`config.mk`:
```
export PLATFORM = sky130hd
export DESIGN_NAME = servant_uart_rx
export DESIGN_NICKNAME = d
export VERILOG_FILES = /design/src/rtl/servant_uart_rx.sv
export SDC_FILE = /design/constraint.sdc
export NUM_CORES = 1
export LEC_CHECK = 0
export ABC_AREA = 1
export BUFFER_PORTS_ARGS = -buffer_cell sky130_fd_sc_hd__clkbuf_2
export CORE_MARGIN = 1
export CORE_UTILIZATION = 40
export DETAILED_ROUTE_END_ITERATION = 8
export HOLD_SLACK_MARGIN = 0.06
export SETUP_SLACK_MARGIN = 0.05
export SYNTH_ARGS = -nofsm -noshare
export SYNTH_HDL_FRONTEND = slang
export SYNTH_SLANG_ARGS = --single-unit
```
`constraint.sdc`:
```
create_clock -name i_clk -period 1.7 [get_ports i_clk]
set_input_delay 0.17 -clock i_clk [delete_from_list [all_inputs] [get_ports i_clk]]
set_output_delay 0.17 -clock i_clk [all_outputs]
set_load 0.005 [all_outputs]
```
`src/rtl/servant_uart_rx.sv`:
```
// servant_uart_rx -- Wishbone-responder UART receiver for the servant SoC.
//
// Deserialises 8N1 frames arriving on i_rx into a small receive FIFO that the
// CPU drains over the ext Wishbone bus. o_irq is high while data is pending.
//
// Optional feature: define SERVANT_UART_RX_PARITY_EN to expect one even-parity
// bit between the data bits and the stop bit (11-bit frames). Without it the
// receiver is 8N1 only and the perr flag reads as constant 0.
//
// Parameters:
//   CLK_DIV        clock cycles per bit (4..65535)
//   FIFO_DEPTH     receive FIFO entries (power of two, 2..16)
//   RESET_STRATEGY "NONE" leaves datapath registers unreset; control is always reset
//
// Ports:
//   i_clk     system clock
//   i_rst     asynchronous active-high reset
//   i_rx      serial input, idle high, asynchronous to i_clk
//   i_wb_cyc  Wishbone cycle/strobe
//   i_wb_we   Wishbone write enable
//   i_wb_dat  write data; bits 9/10/11 write-1-to-clear ovr/ferr/perr
//   o_wb_rdt  read data: [7:0] head, [8] valid, [9] ovr, [10] ferr, [11] perr
//   o_wb_ack  one-cycle acknowledge
//   o_irq     high while the FIFO is non-empty
module servant_uart_rx #(
    parameter int CLK_DIV        = 278,
    parameter int FIFO_DEPTH     = 4,
    parameter     RESET_STRATEGY = "MINI"
) (
    input  logic        i_clk,
    input  logic        i_rst,
    input  logic        i_rx,
    input  logic        i_wb_cyc,
    input  logic        i_wb_we,
    input  logic [31:0] i_wb_dat,
    output logic [31:0] o_wb_rdt,
    output logic        o_wb_ack,
    output logic        o_irq
);

    localparam int            AW         = $clog2(FIFO_DEPTH);
    localparam logic [15:0]   BIT_RELOAD = 16'(CLK_DIV - 1);
    localparam logic [15:0]   HALF_BIT   = 16'(CLK_DIV / 2 - 1);
    localparam logic [AW:0]   FULL_CNT   = (AW + 1)'(FIFO_DEPTH);
    localparam logic [AW:0]   CNT_ONE    = 1;
    localparam logic [AW-1:0] PTR_ONE    = 1;
    localparam bit            RST_DP     = (RESET_STRATEGY != "NONE");

    typedef enum logic [2:0] {IDLE, START, DATA, PARITY, STOP, BRK} state_t;

    // ------------------------------------------------------------------
    // Input synchroniser; idles high so reset never looks like a start bit.
    // ------------------------------------------------------------------
    logic rx_meta_q, rx_s_q;

    // NOTE: every clocked block uses non-blocking assignments so all flops
    // see pre-edge values; blocking here would make the chain collapse.
    always_ff @(posedge i_clk or posedge i_rst) begin
        if (i_rst) begin
            rx_meta_q <= 1'b1;
            rx_s_q    <= 1'b1;
        end else begin
            rx_meta_q <= i_rx;
            rx_s_q    <= rx_meta_q;
        end
    end

    // ------------------------------------------------------------------
    // Receive FSM. push_q / *_set_q are one-cycle strobes to the FIFO side.
    // ------------------------------------------------------------------
    state_t      state_q;
    logic [15:0] cnt_q;
    logic [2:0]  idx_q;
    logic [7:0]  shift_q;
    logic        push_q;
    logic        ferr_set_q;
`ifdef SERVANT_UART_RX_PARITY_EN
    logic        perr_set_q;
    logic        par_bad_q;
`endif

    always_ff @(posedge i_clk or posedge i_rst) begin
        if (i_rst) begin
            state_q    <= IDLE;
            cnt_q      <= '0;
            idx_q      <= '0;
            push_q     <= 1'b0;
            ferr_set_q <= 1'b0;
`ifdef SERVANT_UART_RX_PARITY_EN
            perr_set_q <= 1'b0;
            par_bad_q  <= 1'b0;
`endif
            if (RST_DP) shift_q <= '0;
        end else begin
            push_q     <= 1'b0;
            ferr_set_q <= 1'b0;
`ifdef SERVANT_UART_RX_PARITY_EN
            perr_set_q <= 1'b0;
`endif
            case (state_q)
                IDLE: if (!rx_s_q) begin
                    state_q <= START;
                    cnt_q   <= HALF_BIT;
                end
                // Re-check mid start bit so short glitches are rejected.
                START: if (cnt_q != 16'd0) cnt_q <= cnt_q - 16'd1;
                else if (rx_s_q) state_q <= IDLE;
                else begin
                    state_q <= DATA;
                    idx_q   <= '0;
                    cnt_q   <= BIT_RELOAD;
`ifdef SERVANT_UART_RX_PARITY_EN
                    par_bad_q <= 1'b0;
`endif
                end
                DATA: if (cnt_q != 16'd0) cnt_q <= cnt_q - 16'd1;
                else begin
                    shift_q <= {rx_s_q, shift_q[7:1]};   // LSB first
                    idx_q   <= idx_q + 3'd1;
                    cnt_q   <= BIT_RELOAD;
                    if (idx_q == 3'd7) begin
`ifdef SERVANT_UART_RX_PARITY_EN
                        state_q <= PARITY;
`else
                        state_q <= STOP;
`endif
                    end
                end
`ifdef SERVANT_UART_RX_PARITY_EN
                // Even parity: the parity bit equals the XOR of the data bits.
                PARITY: if (cnt_q != 16'd0) cnt_q <= cnt_q - 16'd1;
                else begin
                    if (rx_s_q != ^shift_q) begin
                        par_bad_q  <= 1'b1;
                        perr_set_q <= 1'b1;
                    end
                    state_q <= STOP;
                    cnt_q   <= BIT_RELOAD;
                end
`endif
                STOP: if (cnt_q != 16'd0) cnt_q <= cnt_q - 16'd1;
                else if (rx_s_q) begin
`ifdef SERVANT_UART_RX_PARITY_EN
                    push_q <= !par_bad_q;
`else
                    push_q <= 1'b1;
`endif
                    state_q <= IDLE;
                end else begin
                    ferr_set_q <= 1'b1;
                    state_q    <= BRK;
                end
                // Line held low past the stop bit: wait for idle before rearming.
                BRK:     if (rx_s_q) state_q <= IDLE;
                default: state_q <= IDLE;
            endcase
        end
    end

    // ------------------------------------------------------------------
    // FIFO, sticky flags and Wishbone register.
    // ------------------------------------------------------------------
    logic [7:0]    mem [FIFO_DEPTH];
    logic [AW-1:0] wr_ptr_q, wr_ptr_d, rd_ptr_q, rd_ptr_d;
    logic [AW:0]   count_q, count_d;
    logic          ovr_q, ovr_d, ferr_q, ferr_d, perr_bit;
    logic [31:0]   rdt_q, rdt_d;
    logic          ack_q, ack_d, irq_q, irq_d;
    logic          rd_req, wr_req, pop, push_ok;
    logic [7:0]    head;
`ifdef SERVANT_UART_RX_PARITY_EN
    logic          perr_q, perr_d;
    assign perr_bit = perr_q;
`else
    assign perr_bit = 1'b0;
`endif

    // NOTE: every signal assigned in always_comb gets a default first so no
    // path through the block leaves it unassigned (no inferred latches).
    always_comb begin
        rd_req  = i_wb_cyc && !i_wb_we && !ack_q;
        wr_req  = i_wb_cyc &&  i_wb_we && !ack_q;
        // Pop only what this access actually returned as valid.
        pop     = ack_q && rdt_q[8];
        push_ok = push_q && ((count_q != FULL_CNT) || pop);
        head    = (count_q != '0) ? mem[rd_ptr_q] : 8'h00;

        wr_ptr_d = push_ok ? wr_ptr_q + PTR_ONE : wr_ptr_q;
        rd_ptr_d = pop     ? rd_ptr_q + PTR_ONE : rd_ptr_q;
        count_d  = count_q;
        if (push_ok && !pop)      count_d = count_q + CNT_ONE;
        else if (!push_ok && pop) count_d = count_q - CNT_ONE;

        // Set wins over a simultaneous write-1-to-clear.
        ovr_d  = (push_q && !push_ok) || (ovr_q && !(wr_req && i_wb_dat[9]));
        ferr_d = ferr_set_q || (ferr_q && !(wr_req && i_wb_dat[10]));
`ifdef SERVANT_UART_RX_PARITY_EN
        perr_d = perr_set_q || (perr_q && !(wr_req && i_wb_dat[11]));
`endif

        rdt_d = rdt_q;
        if (rd_req)      rdt_d = {20'h0, perr_bit, ferr_q, ovr_q, count_q != '0, head};
        else if (wr_req) rdt_d = 32'h0;
        ack_d = i_wb_cyc && !ack_q;
        irq_d = (count_d != '0);
    end

    always_ff @(posedge i_clk or posedge i_rst) begin
        if (i_rst) begin
            wr_ptr_q <= '0;
            rd_ptr_q <= '0;
            count_q  <= '0;
            ovr_q    <= 1'b0;
            ferr_q   <= 1'b0;
`ifdef SERVANT_UART_RX_PARITY_EN
            perr_q   <= 1'b0;
`endif
            rdt_q    <= '0;
            ack_q    <= 1'b0;
            irq_q    <= 1'b0;
        end else begin
            wr_ptr_q <= wr_ptr_d;
            rd_ptr_q <= rd_ptr_d;
            count_q  <= count_d;
            ovr_q    <= ovr_d;
            ferr_q   <= ferr_d;
`ifdef SERVANT_UART_RX_PARITY_EN
            perr_q   <= perr_d;
`endif
            rdt_q    <= rdt_d;
            ack_q    <= ack_d;
            irq_q    <= irq_d;
        end
    end

    // NOTE: the FIFO storage has no reset; count/pointers define validity,
    // which lets it map onto plain RAM or reset-less flops.
    always_ff @(posedge i_clk) begin
        if (push_ok) mem[wr_ptr_q] <= shift_q;
    end

`ifdef SERVANT_UART_RX_PARITY_EN
    logic unused_dat;
    assign unused_dat = ^{i_wb_dat[31:12], i_wb_dat[8:0]};
`else
    logic unused_dat;
    assign unused_dat = ^{i_wb_dat[31:11], i_wb_dat[8:0]};
`endif

    assign o_wb_rdt = rdt_q;
    assign o_wb_ack = ack_q;
    assign o_irq    = irq_q;

endmodule

```
==> impl_metrics.ini <==
[clocking]
cts_root_buffer = clkbuf_16
clockBufferDepth = 2
insertion_delay_ns = 0.35
cts_max_level = 3
clock_sinks = 88
numCtsBuffers = 9
clkTransAtPathRegs_ns = 0.06
cts_tree = built

[yosys]
synth-seq-area-share = 0.524
syn-mean-instance-area_um2 = 8.91
synth_fa_ha_area_frac = 0.0305
synthMuxAreaShare = 0
synth-xor-area-share = 0.0155
synthDistinctLibCells = 39
yosysWarnings = 0
synth_top_area_cell = dfrtp_1
synthFlopType = dfrtp_1
synthSimpleGateAreaFrac = 0.274
async_flop_share = 0.636
synth_cells = 507
ys_seq_elements = 88
netlist_top_cells_area = dfrtp_1, edfxtp_1, nand2_1, nand3_1, nor2_1
synth_top_family_by_area = simple AND/OR/NAND/NOR gates
synth.top_cell.area_share = 0.299
synth-edff-count = 32
netlist_area_um2 = 4520
synth-compound-area-share = 0.0687

[sta]
grt_setup_unrepaired = true
finClkSkew_ns = 0.00811
period_share = 0.942
setup_viol = 0
hold_viol = 0
setup-tns-final_ns = 0
min_period_ns = 1.60
drv_slew = 0
fmax_mhz = 625

[hold_path]
min_path_type = primary input to flip-flop

[grt]
grt_antenna_before_repair = 0
grt_pass1_wl_mm = 15.3
overflow = 0
grtUsageTotal = 0.168
grt_start_max_net_pins = 35
grt_pass1_vias = 3232

[drt]
detail-route-antenna-nets = 0
viasPerCell = 4.84
drtIter0Drc = 211
drt-total-wl_mm = 9.00
post_drt_wl_per_cell_um = 12.7
firstDrtPassIters = 4
vias = 3427
drc = 0

[critical_path]
slowest_stage = dfrtp_1
cp_cell_sequence = inv_2, ha_4, nand3_2, nor2_4, nand2_4, inv_4, nand2_4, nand2_8, nor2_8, buf_12, nand2_1, nand2_1
crit_fanout = 7
cp-end-kind = flip-flop
critPathTopFamily = simple AND/OR/NAND/NOR gates
criticalPathCategory = flip-flop to flip-flop
required_ns = 1.94
cpPeakStageDelay_ns = 0.39
critPathBufInv = 3
arrival_ns = 1.84
critical_path.startpoint_type = flip-flop

[cells_and_area]
antennaDiodeCount = 0
synthToLayoutAreaGrowth_pct = 18.4
stdcell_count = 708
drive_above_1_share = 0.234
fill_cells = 1020
num-nets-final = 611

[floorplan]
rows = 38
die_y_um = 108
design.core.area_um2 = 10900
die_w_um = 108
ios = 71
dieArea_um2 = 11700
initial_utilization = 0.413

[placement]
dp_cells = 686
io_buffers = 19
gp_congestion = 0.862
dpl.hpwl_mm = 6.44

[power_and_ir_drop]
ir_drop_mv = 0.369
p_sw_frac = 0.221
p_sw_uw = 916
seq_power_share = 0.531
p_int_uw = 3220
clock_power_share = 0.450
comb_power_share = 0.019
power_leakage_uw = 0.00253
power.density_nw_per_um2 = 773

[run_status]
status = finished, final reports clean

[run]
max_cap_violations = 0
final timing paths:
path	slack [ns]	startpoint	to	cells past startpoint
hold reg to reg	0.36	rx_meta_q$_DFF_PP1_	rx_s_q$_DFF_PP1_	0
max in group asynchronous	0.95	i_rst	rx_s_q$_DFF_PP1_	4
setup / recovery	0.1	cnt_q[1]$_DFFE_PP0P_	cnt_q[13]$_DFFE_PP0P_	12
setup reg to reg	0.1	cnt_q[1]$_DFFE_PP0P_	cnt_q[13]$_DFFE_PP0P_	12
hold / removal	0.11	i_wb_dat[9]	ovr_q$_DFF_PP0_	4
min in group asynchronous	0.26	i_rst	count_q[1]$_DFF_PP0_	3
synth_stat cells (all sizes together), types with 6 or more instances:
cell    number
buf         27
o22ai        8
clkbuf       6
nand2      148
nand3       48
dfrtp       54
o21ai       37
ha          11
edfxtp      32
nand4       10
nor2        61
inv         41
area by class of cell:
class | count | area [µm²] | area share
Inverter | 41 | 165 | 0.0309
Tap cell | 140 | 175 | 0.0327
Sequential cell | 88 | 2370 | 0.442
Multi-Input combinational cell | 366 | 1940 | 0.363
Clock buffer | 9 | 225 | 0.0421
Clock inverter | 7 | 60.1 | 0.0112
Timing Repair Buffer | 57 | 417 | 0.0779
registers in the layout, summed over array words and instances (netlist names):
register and flops:
ferr_q 1, count_q 3, ovr_q 1, o_irq 1, state_q 3, shift_q 8, o_wb_ack 1, rx_s_q 1
push_q 1, o_wb_rdt 11, cnt_q 16, ferr_set_q 1, mem 32, idx_q 3, wr_ptr_q 2, rx_meta_q 1
rd_ptr_q 2
layout by cell type, fill, tap and decap left out, drive strengths merged, types with 3 or more instances in the layout:
master         n
inv           40
xnor2          3
nand2        148
o22ai          8
conb          21
xor2           5
ha            11
dfrtp         54
dlygate4sd3    3
clkinv         6
buf           35
nor2          62
o21ai         37
nand4         10
edfxtp        32
a22o           3
nand3         48
clkbuf        28
nor3           3
per-stage QoR:
| step | total power [µW] | utilization | setup WS (ns) | area, µm² | hold slack [ns] |
|---|---|---|---|---|---|
| final | 4130 | 0.489 | 0.0993 | 5350 | 0.106 |
| after CTS | 4180 | 0.478 | 0.0575 | 5230 | 0.106 |
| after global placement | 2310 | 0.448 | 0.0357 | 4900 | 0.0763 |
| after global routing | 4300 | 0.489 | 0.00382 | 5350 | 0.150 |
| after detailed placement | 2320 | 0.448 | 0.0271 | 4900 | 0.0765 |
| after floorplan | 2320 | - | -0.0865 | 4590 | 0.174 |
cells by family after synthesis:
logic type                 Yosys count
AOI/OAI and AO/OA                   54
xor gates and xnor gates             8
adders and majority gates           11
buffers and inverters               74
DFF                                 88
other                                1
and+or+nand+nor                    271
tightest hold or removal path, stage by stage:
cell,delay [ns]
clkbuf_2,0.08
nand3_1,0.07
nand2_1,0.04
o21ai_0,0.06
per-layer routing:
metal,vias up,part of all wire,routed length (µm),global-route usage
met5,-,0,0,0
li1,1734,-,-,-
met3,13,0.039,351,0.0319
met2,82,0.48,4300,0.268
met1,1598,0.46,4160,0.220
met4,0,0.021,189,0.0830
what timing repair did:
item,in CTS,in global routing
setup buffers,0,2
setup endpoints to repair,34,63
hold buffers,3,0
pin swaps,1,10
gates cloned,0,1
resized for setup,1,31
endpoints found under the hold margin,56,0
power by group through the flow:
| stage | clock (µW) | combinational (µW) | sequential [µW] |
|---|---|---|---|
| finish | 1860 | 79.4 | 2200 |
| CTS | 1910 | 82.4 | 2200 |
| global placement | 0 | 75.6 | 2240 |
| global route | 2010 | 96.1 | 2200 |
| floorplan | 0 | 81.4 | 2240 |
| detailed placement | 0 | 76.7 | 2240 |
(Power assumes the default switching activity.)
